$ cat src/rtl/vpac_pkg.sv
// rtl/vpac_pkg.sv - shared types and arithmetic helpers for the VPAC lock controller
// Purpose: FSM state encoding, default widths, modulo-difference-to-signed
//          conversion and a saturating adder reused by loop-filter blocks.
// Ports:   none (package).
package vpac_pkg;

  localparam int W_RVK_D = 7;
  localparam int W_PHE_D = 12;

  typedef enum logic [2:0] {
    ST_IDLE   = 3'd0,
    ST_PRIME  = 3'd1,
    ST_TRACK  = 3'd2,
    ST_LOCKED = 3'd3,
    ST_RESYNC = 3'd4
  } state_t;

  // Reinterpret the low w bits of a modulo difference as two's complement,
  // sign-extended to 32 bits.
  function automatic logic signed [31:0] mod_to_signed(input logic [31:0] diff,
                                                       input int          w);
    logic [31:0] mask;
    logic [31:0] m;
    mask = (32'd1 << w) - 32'd1;
    m    = diff & mask;
    if (((m >> (w - 1)) & 32'd1) != 32'd0) m = m | ~mask;
    return signed'(m);
  endfunction

  // Signed add clamped to the range of a w-bit two's complement word.
  function automatic logic signed [31:0] sat_add(input logic signed [31:0] a,
                                                 input logic signed [31:0] b,
                                                 input int                 w);
    logic signed [32:0] s;
    logic signed [32:0] hi;
    logic signed [32:0] lo;
    s  = 33'(a) + 33'(b);
    hi = (33'sd1 <<< (w - 1)) - 33'sd1;
    lo = -(33'sd1 <<< (w - 1));
    if (s > hi) s = hi;
    else if (s < lo) s = lo;
    return 32'(s);
  endfunction

endpackage

$ cat src/rtl/vpac_phe_acc.sv
// rtl/vpac_phe_acc.sv - RVK differentiator, per-cycle error and saturating phase accumulator
// Purpose: turns successive accumulator samples into a signed per-cycle error
//          against the integer FCW and integrates it into a saturating PHE.
// Ports:   ckr/nrst clock and async active-low reset; smp loads rvk_prev;
//          clr zeroes PHE; upd accumulates this cycle's error; fcw/rvk inputs;
//          phe/phe_vld registered result; in_tol combinational tolerance flag.
module vpac_phe_acc
  import vpac_pkg::*;
#(
  parameter int W_RVK = W_RVK_D,
  parameter int W_PHE = W_PHE_D,
  parameter int TOL   = 2
) (
  input  logic                    ckr,
  input  logic                    nrst,
  input  logic                    smp,
  input  logic                    clr,
  input  logic                    upd,
  input  logic [W_RVK-1:0]        fcw,
  input  logic [W_RVK-1:0]        rvk,
  output logic signed [W_PHE-1:0] phe,
  output logic                    phe_vld,
  output logic                    in_tol
);

  logic [W_RVK-1:0]   rvk_prev;
  logic [W_RVK-1:0]   diff;
  logic signed [31:0] err;
  logic signed [31:0] phe_sum;

  // Rollover of the accumulator is absorbed by the modulo subtraction.
  assign diff    = rvk - rvk_prev - fcw;
  assign err     = mod_to_signed(32'(diff), W_RVK);
  assign in_tol  = (err <= TOL) && (err >= -TOL);
  assign phe_sum = sat_add(32'(phe), err, W_PHE);

  always_ff @(posedge ckr or negedge nrst) begin
    if (!nrst) begin
      rvk_prev <= '0;
      phe      <= '0;
      phe_vld  <= 1'b0;
    end else begin
      phe_vld <= 1'b0;
      if (smp) rvk_prev <= rvk;
      if (clr) begin
        phe <= '0;
      end else if (upd) begin
        phe     <= W_PHE'(phe_sum);
        phe_vld <= 1'b1;
      end
    end
  end

endmodule

$ cat src/rtl/vpac_lock_ctrl.sv
// rtl/vpac_lock_ctrl.sv - CKR-domain sequencer and lock detector for the variable-phase accumulator
// Purpose: holds the VPAC in reset while disabled, primes the sample pipeline,
//          tracks phase error and declares lock / loss-of-lock with resync.
// Ports:   CKR clock; NRST async active-low reset; EN enable; FCW_I integer FCW;
//          RVK sampled accumulator word; VPAC_NRST accumulator reset; PHE/PHE_VLD
//          accumulated phase error and its strobe; LOCK indicator; STATE debug code.
module vpac_lock_ctrl
  import vpac_pkg::*;
#(
  parameter int W_RVK     = W_RVK_D,
  parameter int W_PHE     = W_PHE_D,
  parameter int TOL       = 2,
  parameter int LOCK_CNT  = 16,
  parameter int LOL_CNT   = 4,
  parameter int PRIME_CYC = 3
) (
  input  logic                    CKR,
  input  logic                    NRST,
  input  logic                    EN,
  input  logic [W_RVK-1:0]        FCW_I,
  input  logic [W_RVK-1:0]        RVK,
  output logic                    VPAC_NRST,
  output logic signed [W_PHE-1:0] PHE,
  output logic                    PHE_VLD,
  output logic                    LOCK,
  output logic [2:0]              STATE
);

  localparam int PW = $clog2(PRIME_CYC + 1);
  localparam int GW = $clog2(LOCK_CNT + 1);
  localparam int BW = $clog2(LOL_CNT + 1);

  state_t        state, state_n;
  logic [PW-1:0] prime_cnt, prime_n;
  logic [GW-1:0] good_cnt, good_n;
  logic [BW-1:0] bad_cnt, bad_n;
  logic          lock, lock_n;
  logic          vpac_nrst, vpac_n;
  logic          in_tol;
  logic          smp, clr, upd;

  // Datapath controls follow the current state; EN low freezes PHE.
  assign smp = EN && (state == ST_PRIME || state == ST_TRACK || state == ST_LOCKED);
  assign clr = EN && (state == ST_PRIME);
  assign upd = EN && (state == ST_TRACK || state == ST_LOCKED);

  vpac_phe_acc #(
    .W_RVK (W_RVK),
    .W_PHE (W_PHE),
    .TOL   (TOL)
  ) u_phe_acc (
    .ckr     (CKR),
    .nrst    (NRST),
    .smp     (smp),
    .clr     (clr),
    .upd     (upd),
    .fcw     (FCW_I),
    .rvk     (RVK),
    .phe     (PHE),
    .phe_vld (PHE_VLD),
    .in_tol  (in_tol)
  );

  always_ff @(posedge CKR or negedge NRST) begin
    if (!NRST) begin
      state     <= ST_IDLE;
      prime_cnt <= '0;
      good_cnt  <= '0;
      bad_cnt   <= '0;
      lock      <= 1'b0;
      vpac_nrst <= 1'b0;
    end else begin
      state     <= state_n;
      prime_cnt <= prime_n;
      good_cnt  <= good_n;
      bad_cnt   <= bad_n;
      lock      <= lock_n;
      vpac_nrst <= vpac_n;
    end
  end

  always_comb begin
    state_n = state;
    prime_n = prime_cnt;
    good_n  = good_cnt;
    bad_n   = bad_cnt;
    lock_n  = lock;
    vpac_n  = vpac_nrst;
    // EN low wins over any lock / loss-of-lock decision this cycle.
    if (!EN) begin
      state_n = ST_IDLE;
      prime_n = '0;
      good_n  = '0;
      bad_n   = '0;
      lock_n  = 1'b0;
      vpac_n  = 1'b0;
    end else begin
      case (state)
        ST_IDLE: begin
          state_n = ST_PRIME;
          prime_n = '0;
          vpac_n  = 1'b1;
        end
        ST_PRIME: begin
          vpac_n = 1'b1;
          if (prime_cnt == PW'(PRIME_CYC - 1)) begin
            state_n = ST_TRACK;
            prime_n = '0;
            good_n  = '0;
          end else begin
            prime_n = prime_cnt + PW'(1);
          end
        end
        ST_TRACK: begin
          if (!in_tol) begin
            good_n = '0;
          end else if (good_cnt == GW'(LOCK_CNT - 1)) begin
            state_n = ST_LOCKED;
            good_n  = GW'(LOCK_CNT);
            bad_n   = '0;
            lock_n  = 1'b1;
          end else begin
            good_n = good_cnt + GW'(1);
          end
        end
        ST_LOCKED: begin
          if (in_tol) begin
            bad_n = '0;
          end else if (bad_cnt == BW'(LOL_CNT - 1)) begin
            state_n = ST_RESYNC;
            bad_n   = BW'(LOL_CNT);
            lock_n  = 1'b0;
            vpac_n  = 1'b0;
          end else begin
            bad_n = bad_cnt + BW'(1);
          end
        end
        ST_RESYNC: begin
          state_n = ST_PRIME;
          prime_n = '0;
          vpac_n  = 1'b1;
        end
        default: begin
          state_n = ST_IDLE;
          lock_n  = 1'b0;
          vpac_n  = 1'b0;
        end
      endcase
    end
  end

  assign VPAC_NRST = vpac_nrst;
  assign LOCK      = lock;
  assign STATE     = state;

endmodule

$ cat config.mk
export PLATFORM = sky130hd
export DESIGN_NAME = vpac_lock_ctrl
export DESIGN_NICKNAME = d
export VERILOG_FILES = /design/src/rtl/vpac_pkg.sv /design/src/rtl/vpac_phe_acc.sv /design/src/rtl/vpac_lock_ctrl.sv
export SDC_FILE = /design/constraint.sdc
export NUM_CORES = 1
export LEC_CHECK = 0
export ABC_AREA = 1
export CORE_MARGIN = 4
export CORE_UTILIZATION = 57
export DETAILED_ROUTE_END_ITERATION = 10
export GPL_ROUTABILITY_DRIVEN = 0
export PLACE_DENSITY = 0.81
export SETUP_SLACK_MARGIN = 0.2
export SLEW_MARGIN = 25
export SYNTH_ARGS = -nofsm -noshare
export SYNTH_HDL_FRONTEND = slang
export SYNTH_HIERARCHICAL = 1
export SYNTH_SLANG_ARGS = --single-unit
$ cat constraint.sdc
create_clock -name CKR -period 5.95 [get_ports CKR]
set_input_delay 0.8925 -clock CKR [delete_from_list [all_inputs] [get_ports CKR]]
set_output_delay 0.8925 -clock CKR [all_outputs]
set_load 0.05 [all_outputs]
# [After elaboration in Yosys (flattened, before gate mapping)]
# Cells that the tools add are included.
[op_classes] n_addsub=6 n_lt_le_gt_ge=4 n_eq_ne=17 mux=36 reduce_logical=16
[ops] op="12-bit two-way mux" count=4
[ops] op="12-bit by 32-bit adder with 33-bit output" count=1
[ops] op="33-bit by 12-bit greater-than comparator with 1-bit output (second input constant)" count=1
[ops] op="33-bit by 12-bit less-than comparator with 1-bit output (second input constant)" count=1
[ops] op="3-bit two-way mux" count=11
[ops] op="32-bit by 2-bit >= comparator with 1-bit output (second input constant)" count=1
[ops] op="32-bit by 3-bit less-or-equal comparator with 1-bit output (second input constant)" count=1
[ops] op="32-bit two-way mux" count=1
[ops] op="5-bit two-way mux" count=4
[ops] op="7-bit subtractor" count=2
[ops] op="3-bit by 2-bit != test with 1-bit output (second input constant)" count=4
[ops] op="3-bit case mux with 4 select lines" count=1
[ops] op="5-bit case mux with 2 select lines" count=1
[ops] op="5-bit AND reduction" count=2
[ops] op="3-bit by 2-bit equality test with 1-bit output (second input constant)" count=3
[ops] op="1-bit two-way mux" count=8
[ops] op="3-bit by 1-bit != test with 1-bit output (second input constant)" count=2
[ops] op="3-bit != test (second input constant)" count=2
[ops] op="1-bit case mux with 3 select lines" count=2
[ops] op="3-bit case mux with 2 select lines" count=1
[ops] op="3-bit AND reduction" count=2
[ops] op="5-bit by 1-bit adder with 5-bit output (second input constant)" count=1
[ops] op="5-bit by 4-bit equality test with 1-bit output (second input constant)" count=1
[ops] op="1-bit logical AND" count=4
[ops] op="14 further kinds" count=18
[totals] reg_bits=35 input_bits=17 output_inout_bits=18 word_cells=88

# [Depth between registers and ports, before layout]
# Gate-level depths: netlist of run 1.
[logic_depth] ltp_word=9 depth_mapped=30 mapped_depth_nobuf=29

# [Cells and area by module]
# Netlist of run 1, hierarchy kept.
[modules_own_cells] module="vpac_phe_acc" instances=1 cells_per_inst=300 area_per_inst_um2=2244.7 seq_area_each_um2=500.5
[modules_own_cells] module="vpac_lock_ctrl" instances=1 cells_per_inst=115 area_per_inst_um2=885.8 seq_area_each_um2=375.4

# [Least setup slack after synthesis of run 1]
# OpenSTA, ideal clock, no wires.
[synth_path] path_kind="in2reg" startpoint="in FCW_I[2]" endpoint="reg u_phe_acc.phe[7]" setup_ns=0.118 t_arrival_ns=5.248 required_ns=5.832 path_slack_ns=0.585 path_stages=25 cell_sequence="inv_1 > fa_1 > ha_1 > nand2_1 > o21ai_2 > a21oi_1 > o21bai_1 > xor2_1 > ha_1 > a21oi_2 > nor2_1 > nor2_1 > o21ai_0 > nand3_1 > o211ai_1 > fa_1 > nor4_1 > nand3_1 > nor2_1 > nand4_1 > nand2_1 > buf_8 > nand2_1 > nand2_1 > nand2_1"
[synth_between] elab_chain_cells=8
[synth_rtl] item="start, declared" line_no="vpac_lock_ctrl.sv:20" rtl="input logic [W_RVK-1:0] FCW_I,"
[synth_rtl] item="7-bit subtractor *" line_no="vpac_phe_acc.sv:32" rtl="assign diff = rvk - rvk_prev - fcw;"
[synth_rtl] item="32-bit two-way mux *" line_no="vpac_pkg.sv:26" rtl="if (((m >> (w - 1)) & 32'd1) != 32'd0) m = m | ~mask;"
[synth_rtl] item="12-bit by 32-bit adder with 33-bit output *" line_no="vpac_pkg.sv:37" rtl="s = 33'(a) + 33'(b);"
[synth_rtl] item="33-bit by 12-bit less-than comparator with 1-bit output" line_no="vpac_pkg.sv:41" rtl="else if (s < lo) s = lo;"
[synth_rtl] item="12-bit two-way mux" line_no="vpac_pkg.sv:41"
[synth_rtl] item="12-bit two-way mux *" line_no="vpac_pkg.sv:40" rtl="if (s > hi) s = hi;"
[synth_rtl] item="12-bit two-way mux *" line_no="vpac_phe_acc.sv:47" rtl="end else if (upd) begin"
[synth_rtl] item="12-bit two-way mux *" line_no="vpac_phe_acc.sv:45" rtl="if (clr) begin"
[synth_rtl] item="end signal, assigned" line_no="vpac_phe_acc.sv:48" rtl="phe <= W_PHE'(phe_sum);"
[synth_rtl] item="end, declared" line_no="vpac_phe_acc.sv:21" rtl="output logic signed [W_PHE-1:0] phe,"
# Every way passes the cells marked *; elsewhere a longest branch is shown, timed or not. The select of a mux whose other input is x is not followed.
# A chain may end at the register's enable or synchronous reset.

# [Worst setup path after layout of run 1]
[layout_path] startpoint="in FCW_I[2]" endpoint="reg u_phe_acc.phe[10]"
# Same word-level chain as after synthesis.

==> results_dict.tcl, run 1 <==
set metrics [dict create \
    dpl.hpwl_um 5190 \
    synth_cell_types 37 \
    min_path_type "flop to flop" \
    holdBufCountCts 0 \
    synthSimpleGateAreaFrac 0.303 \
    cp.arrival_ps 5690 \
    die_h_um 82.1 \
    core-area_um2 5200 \
    io_buffers 34 \
    cts_made_buffers 5 \
    synth_enable_flop_cells 0 \
    syn_inst 415 \
    yosysTopAreaCell "dfrtp_1" \
    crit_required_ps 6130 \
    max_freq_mhz 181 \
    nNetsFinal 512 \
    ant_nets 0 \
    drt_pass1_iterations 4 \
    grt_pass1_vias 2619 \
    die_w_um 82.1 \
    fin_crit_sh 0.926 \
    dieArea_um2 6740 \
    fin_setup_tns_ps 0 \
    crit_type "primary input to flop" \
    vias 2785 \
    cts_tree "built" \
    min_period_ps 5510 \
    grt_setup_unrepaired "yes" \
    syn_area_um2 3130 \
    synthFlopType "dfrtp_1" \
    fillers 412 \
    drt-initial-drc-count 147 \
    start_util 0.601 \
    setup_viol 0 \
    routedWlPerCell_um 13.4 \
    grt_max_degree 36 \
    htree_levels 2 \
    place_ws_ps 4.49 \
    synth.top_cells.by_area "dfrtp_1 (28%), nand2_1 (14%), ha_1 (9.6%)" \
    track_usage 0.219 \
    endpoint_kind "flop" \
    synth.area.mux_share 0.00360 \
    hold_start "good_cnt[4]" \
    grt_pass1_wl_um 11400 \
    clkTransAtPathRegs_ps 80 \
    rows 26 \
    r2r-start "u_phe_acc/rvk_prev[2]" \
    run_status "finished, final reports clean" \
    syn_nets 470 \
    syn_avg_cell_area_um2 7.54 \
    maxSlewHeadroom 0.393 \
    ys_ff_latch 35 \
    antenna_found_initial 0 \
    drt_wl_total_um 7100 \
    synthXorXnorAreaFrac 0.0476 \
    yosysSeqAreaShare 0.280 \
    drc 0 \
    r2r_setup_slack_ps 1190 \
    maxCapViolations 0 \
    ios 35 \
    synth_top_family_by_area "simple AND/OR/NAND/NOR gates" \
    startpoint_type "primary input" \
    clk_latency_ps 290 \
    gr-total-overflow 0 \
    yosys_warnings 6 \
    cp_max_fo 5 \
    finClkSkew_ps 8.74 \
    clock_sinks 35 \
    area_growth_pct 20.4 \
    drive_gt1_frac 0.146 \
    cts_root_buffer "clkbuf_8" \
    synthArstFlopShare 1.00 \
    synth_top_area_frac 0.280 \
    startpoint "FCW_I[2]" \
    fin_ws_ps 438 \
    cts.path.max_buffers 2 \
    synth_compound_area_frac 0.0787 \
    vias_per_cell 5.27 \
    worstMarginPinSlew_ps 908 \
    synthAdderAreaFrac 0.185 \
    slew_violations 0 \
    n_antenna_cell 0 \
    hold_viol 0 \
]
[metrics by stage]
stage	hold slack [ps]	std cells	util	area (um^2)
finish	472	528	0.724	3770
global route	509	528	0.724	3770
CTS	477	525	0.702	3650
detailed placement	462	517	0.679	3540
global placement	457	517	0.679	3540
floorplan	442	415	-	3130
[area by class of cell]
type,count,area (um^2),area share
clock buffers,6,82.6,0.0219
clock inverters,2,35.0,0.00929
inverters,71,268,0.0710
multi-input cells,304,2040,0.540
flip-flops and latches,35,876,0.232
well taps,70,87.6,0.0232
repair buffers,40,385,0.102
[cell usage in the layout (no fill, tap or decap), drive strengths merged]
master         synthesis  final
xor2                   8      8
clkdlybuf4s50          0     34
bufinv                 0      1
ha                    24     24
a21oi                 17     17
nor4                   3      3
clkbuf                 2      6
nand3b                 2      2
fa                    14     14
nor3                   8      8
clkinv                 1      2
nand3                 22     22
mux2                   1      1
o21ai                 17     17
buf                    4      6
xnor2                  9      9
o21bai                 1      1
o31ai                  1      1
o211ai                 3      3
nand4                 10     10
o22ai                  2      2
nand2                135    136
or2                    2      2
nor2                  24     24
dfrtp                 35     35
inv                   70     70
[cells in the mapped netlist, types with 3 or more instances]
library cell	number
a21oi_2	5
o211ai_1	3
nand2_2	18
dfrtp_1	35
nor4_1	3
nor3_1	6
inv_2	4
nand3_1	20
xnor2_1	9
xor2_1	8
inv_1	66
o21ai_1	3
nor2_1	21
a21oi_1	12
nand4_1	9
ha_1	24
nand2_1	116
o21ai_0	12
fa_1	14
[cells by family after synthesis]
| kind of cell | after synthesis |
|---|---|
| flops | 35 |
| simple gates | 206 |
| fa+ha+maj | 38 |
| xor+xnor | 17 |
| buf+inv | 77 |
| compound gates | 41 |
| mux | 1 |
[routing by layer]
layer | global-route usage | part of all wire
met5 | 0 | 0
met4 | 0.0581 | 0.023
met3 | 0.0358 | 0.042
met2 | 0.380 | 0.50
met1 | 0.283 | 0.43
[flip-flops by register name, indices dropped and copies added (netlist names), 2 cells and up]
| name | count |
|---|---|
| STATE | 3 |
| bad_cnt | 3 |
| good_cnt | 5 |
| prime_cnt | 2 |
| u_phe_acc/phe | 12 |
| u_phe_acc/rvk_prev | 7 |
[repair_timing]
action                                  4_1_cts  5_1_grt
endpoints found under the setup margin        0       11
buffers inserted                              0        2
gates resized for setup                       0       14
[final timing paths]
| kind | endpoint | depth (start not counted) |
|---|---|---|
| max | u_phe_acc/phe[10] | 27 |
| min | good_cnt[4] | 2 |
| max reg2reg | u_phe_acc/phe[10] | 25 |
| min reg2reg | good_cnt[4] | 2 |
| max in group asynchronous | STATE[0] | 2 |
| min in group asynchronous | u_phe_acc/rvk_prev[1] | 2 |
[worst max-delay path, cell delays in order]
cell and delay [ps]:
clkdlybuf4s50_1 460, inv_1 50, fa_1 580, ha_4 230
a21oi_1 170, o21ai_1 140, a21oi_1 150, nor2_1 60
nor2_1 120, xor2_1 210, inv_1 120, ha_4 310
nand2_1 80, nor2_1 120, inv_1 50, o21ai_1 170
nand3_1 120, o211ai_1 130, fa_1 490, nor4_2 290
nand3_1 100, nor2_1 90, nand4_1 180, nand2_2 190
nand2_1 70, nand2_1 60, nand2_1 60
Power of run 1 is not shown: default switching activity piles up to over one toggle a cycle in this logic, so the estimate is an artifact.
==> run 2, diff against run 1 <==
Settings changed: CORE_UTILIZATION 57 to 65, DONT_BUFFER_PORTS set to 1, TNS_END_PERCENT set to 1.
==> results_dict.tcl, run 2 (synthesis results as in run 1) <==
set metrics [dict create \
    area_growth_pct 3.72 \
    regArea_um2 876 \
    crit_required_ps 6130 \
    placed_area_um2 3160 \
    dieArea_um2 5990 \
    track_usage 0.226 \
    startpoint_type "primary input" \
    maxCapViolations 0 \
    holdBufCountCts 0 \
    io_buffers 0 \
    layout_commonest_cell "nand2_1" \
    grt_max_degree 36 \
    slew_violations 0 \
    grt_pass1_vias 2641 \
    dpl.hpwl_um 5080 \
    drt_wl_total_um 6250 \
    maxSlewHeadroom 0.401 \
    nNetsFinal 473 \
    endpoint_kind "flop" \
    multiInputGateArea_um2 1930 \
    vias 2614 \
    start_util 0.695 \
    grt_setup_unrepaired "no" \
    top_register "u_phe_acc/phe" \
    cts_root_buffer "clkbuf_8" \
    cts_resized 0 \
    ant_nets 0 \
    finClkSkew_ps 4.40 \
    cts_setup_buffers 0 \
    min_period_ps 5190 \
    drc 0 \
    clock_sinks 35 \
    largest_reg_flops 12 \
    routedWlPerCell_um 13.3 \
    final_design_area_no_fill_um2 3250 \
    r2r_setup_slack_ps 1020 \
    vias_per_cell 5.55 \
    drive_gt1_frac 0.124 \
    die_h_um 77.4 \
    die_w_um 77.4 \
    n_antenna_cell 0 \
    clkTransAtPathRegs_ps 80 \
    run_status "finished, final reports clean" \
    cp_max_fo 11 \
    final_cell_mix "nand2_1 (116), inv_1 (66), dfrtp_1 (35)" \
    min_path_type "primary input to async pin" \
    cts_made_buffers 5 \
    reg_top3 "u_phe_acc/phe (12), u_phe_acc/rvk_prev (7), good_cnt (5)" \
    gr-total-overflow 0 \
    core-area_um2 4500 \
    drt_pass1_iterations 4 \
    hold_viol 0 \
    rows 24 \
    cp.arrival_ps 5360 \
    fillers 357 \
    cts_tree "built" \
    crit_type "primary input to flop" \
    fin_crit_sh 0.872 \
    cts.path.max_buffers 2 \
    fin_hold_ws_ps 294 \
    antenna_found_initial 0 \
    clk_latency_ps 280 \
    htree_levels 2 \
    setup_viol 0 \
    drt-initial-drc-count 150 \
    ios 35 \
    worstMarginPinSlew_ps 895 \
    grt_pass1_wl_um 11300 \
    fin_setup_tns_ps 0 \
    max_freq_mhz 193 \
]
[run 2: changes by cell type in the layout (fill, tap and decap cells not counted), moves of 2 or more]
cell and delta:
clkinvlp_4 +2, buf_4 -4, ha_4 -5, clkdlybuf4s50_1 -34, ha_1 +6, nand2_4 -2
o21ai_0 +2, o21ai_1 -2
[run 2: metrics by stage]
| step | std cells | setup slack [ps] | utilization |
|---|---|---|---|
| floorplan | 415 | 585 | - |
| global placement | 463 | 642 | 0.701 |
| detailed placement | 463 | 532 | 0.701 |
| CTS | 471 | 827 | 0.721 |
| global route | 471 | 331 | 0.721 |
| finish | 471 | 764 | 0.721 |
[run 2: final timing paths]
kind,startpoint,end,cells after the start
worst max-delay path,FCW_I[2],u_phe_acc/phe[3],26
worst min-delay path,NRST,u_phe_acc/rvk_prev[2],0
worst max register to register,u_phe_acc/rvk_prev[2],u_phe_acc/phe[3],26
worst min register to register,bad_cnt[2],bad_cnt[2],2
max in group asynchronous,NRST,STATE[2],0
min in group CKR,bad_cnt[2],bad_cnt[2],2
[run 2: area by class of cell]
cell class	instances	share of cell area
Multi-Input combinational cell	303	0.596
Tap cell	52	0.0200
Timing Repair Buffer	2	0.00462
Sequential cell	35	0.270
Clock buffer	5	0.0212
Inverter	71	0.0825
Clock inverter	3	0.00617
[run 2: metal layers]
metal,share of wire,track usage
met4,0.0088,0.0463
met1,0.46,0.283
met2,0.48,0.401
met5,0,0
met3,0.056,0.0521
[run 2: critical path: stages]
cell	delay (ps)
inv_1	30
fa_1	480
ha_1	360
a21oi_1	130
o21ai_0	130
a21oi_1	150
nor2_1	50
nor2_1	110
xor2_1	200
inv_1	90
ha_1	360
nand2_1	120
nor2_1	130
inv_1	60
o21ai_0	260
nand3_1	140
o211ai_1	130
fa_1	460
nor4_1	280
nand3_1	100
nor2_1	90
nand4_1	70
nand2_1	310
nand2_1	100
nand2_1	90
nand2_1	50
Power of run 2 is left out for the same reason.
==> run 3, diff against run 2 <==
Settings changed: GPL_ROUTABILITY_DRIVEN 0 to unset.
==> results of run 3 <==
Same layout as run 2: the final DEF is identical, and so are final timing and power.
Power of run 3 is left out for the same reason.
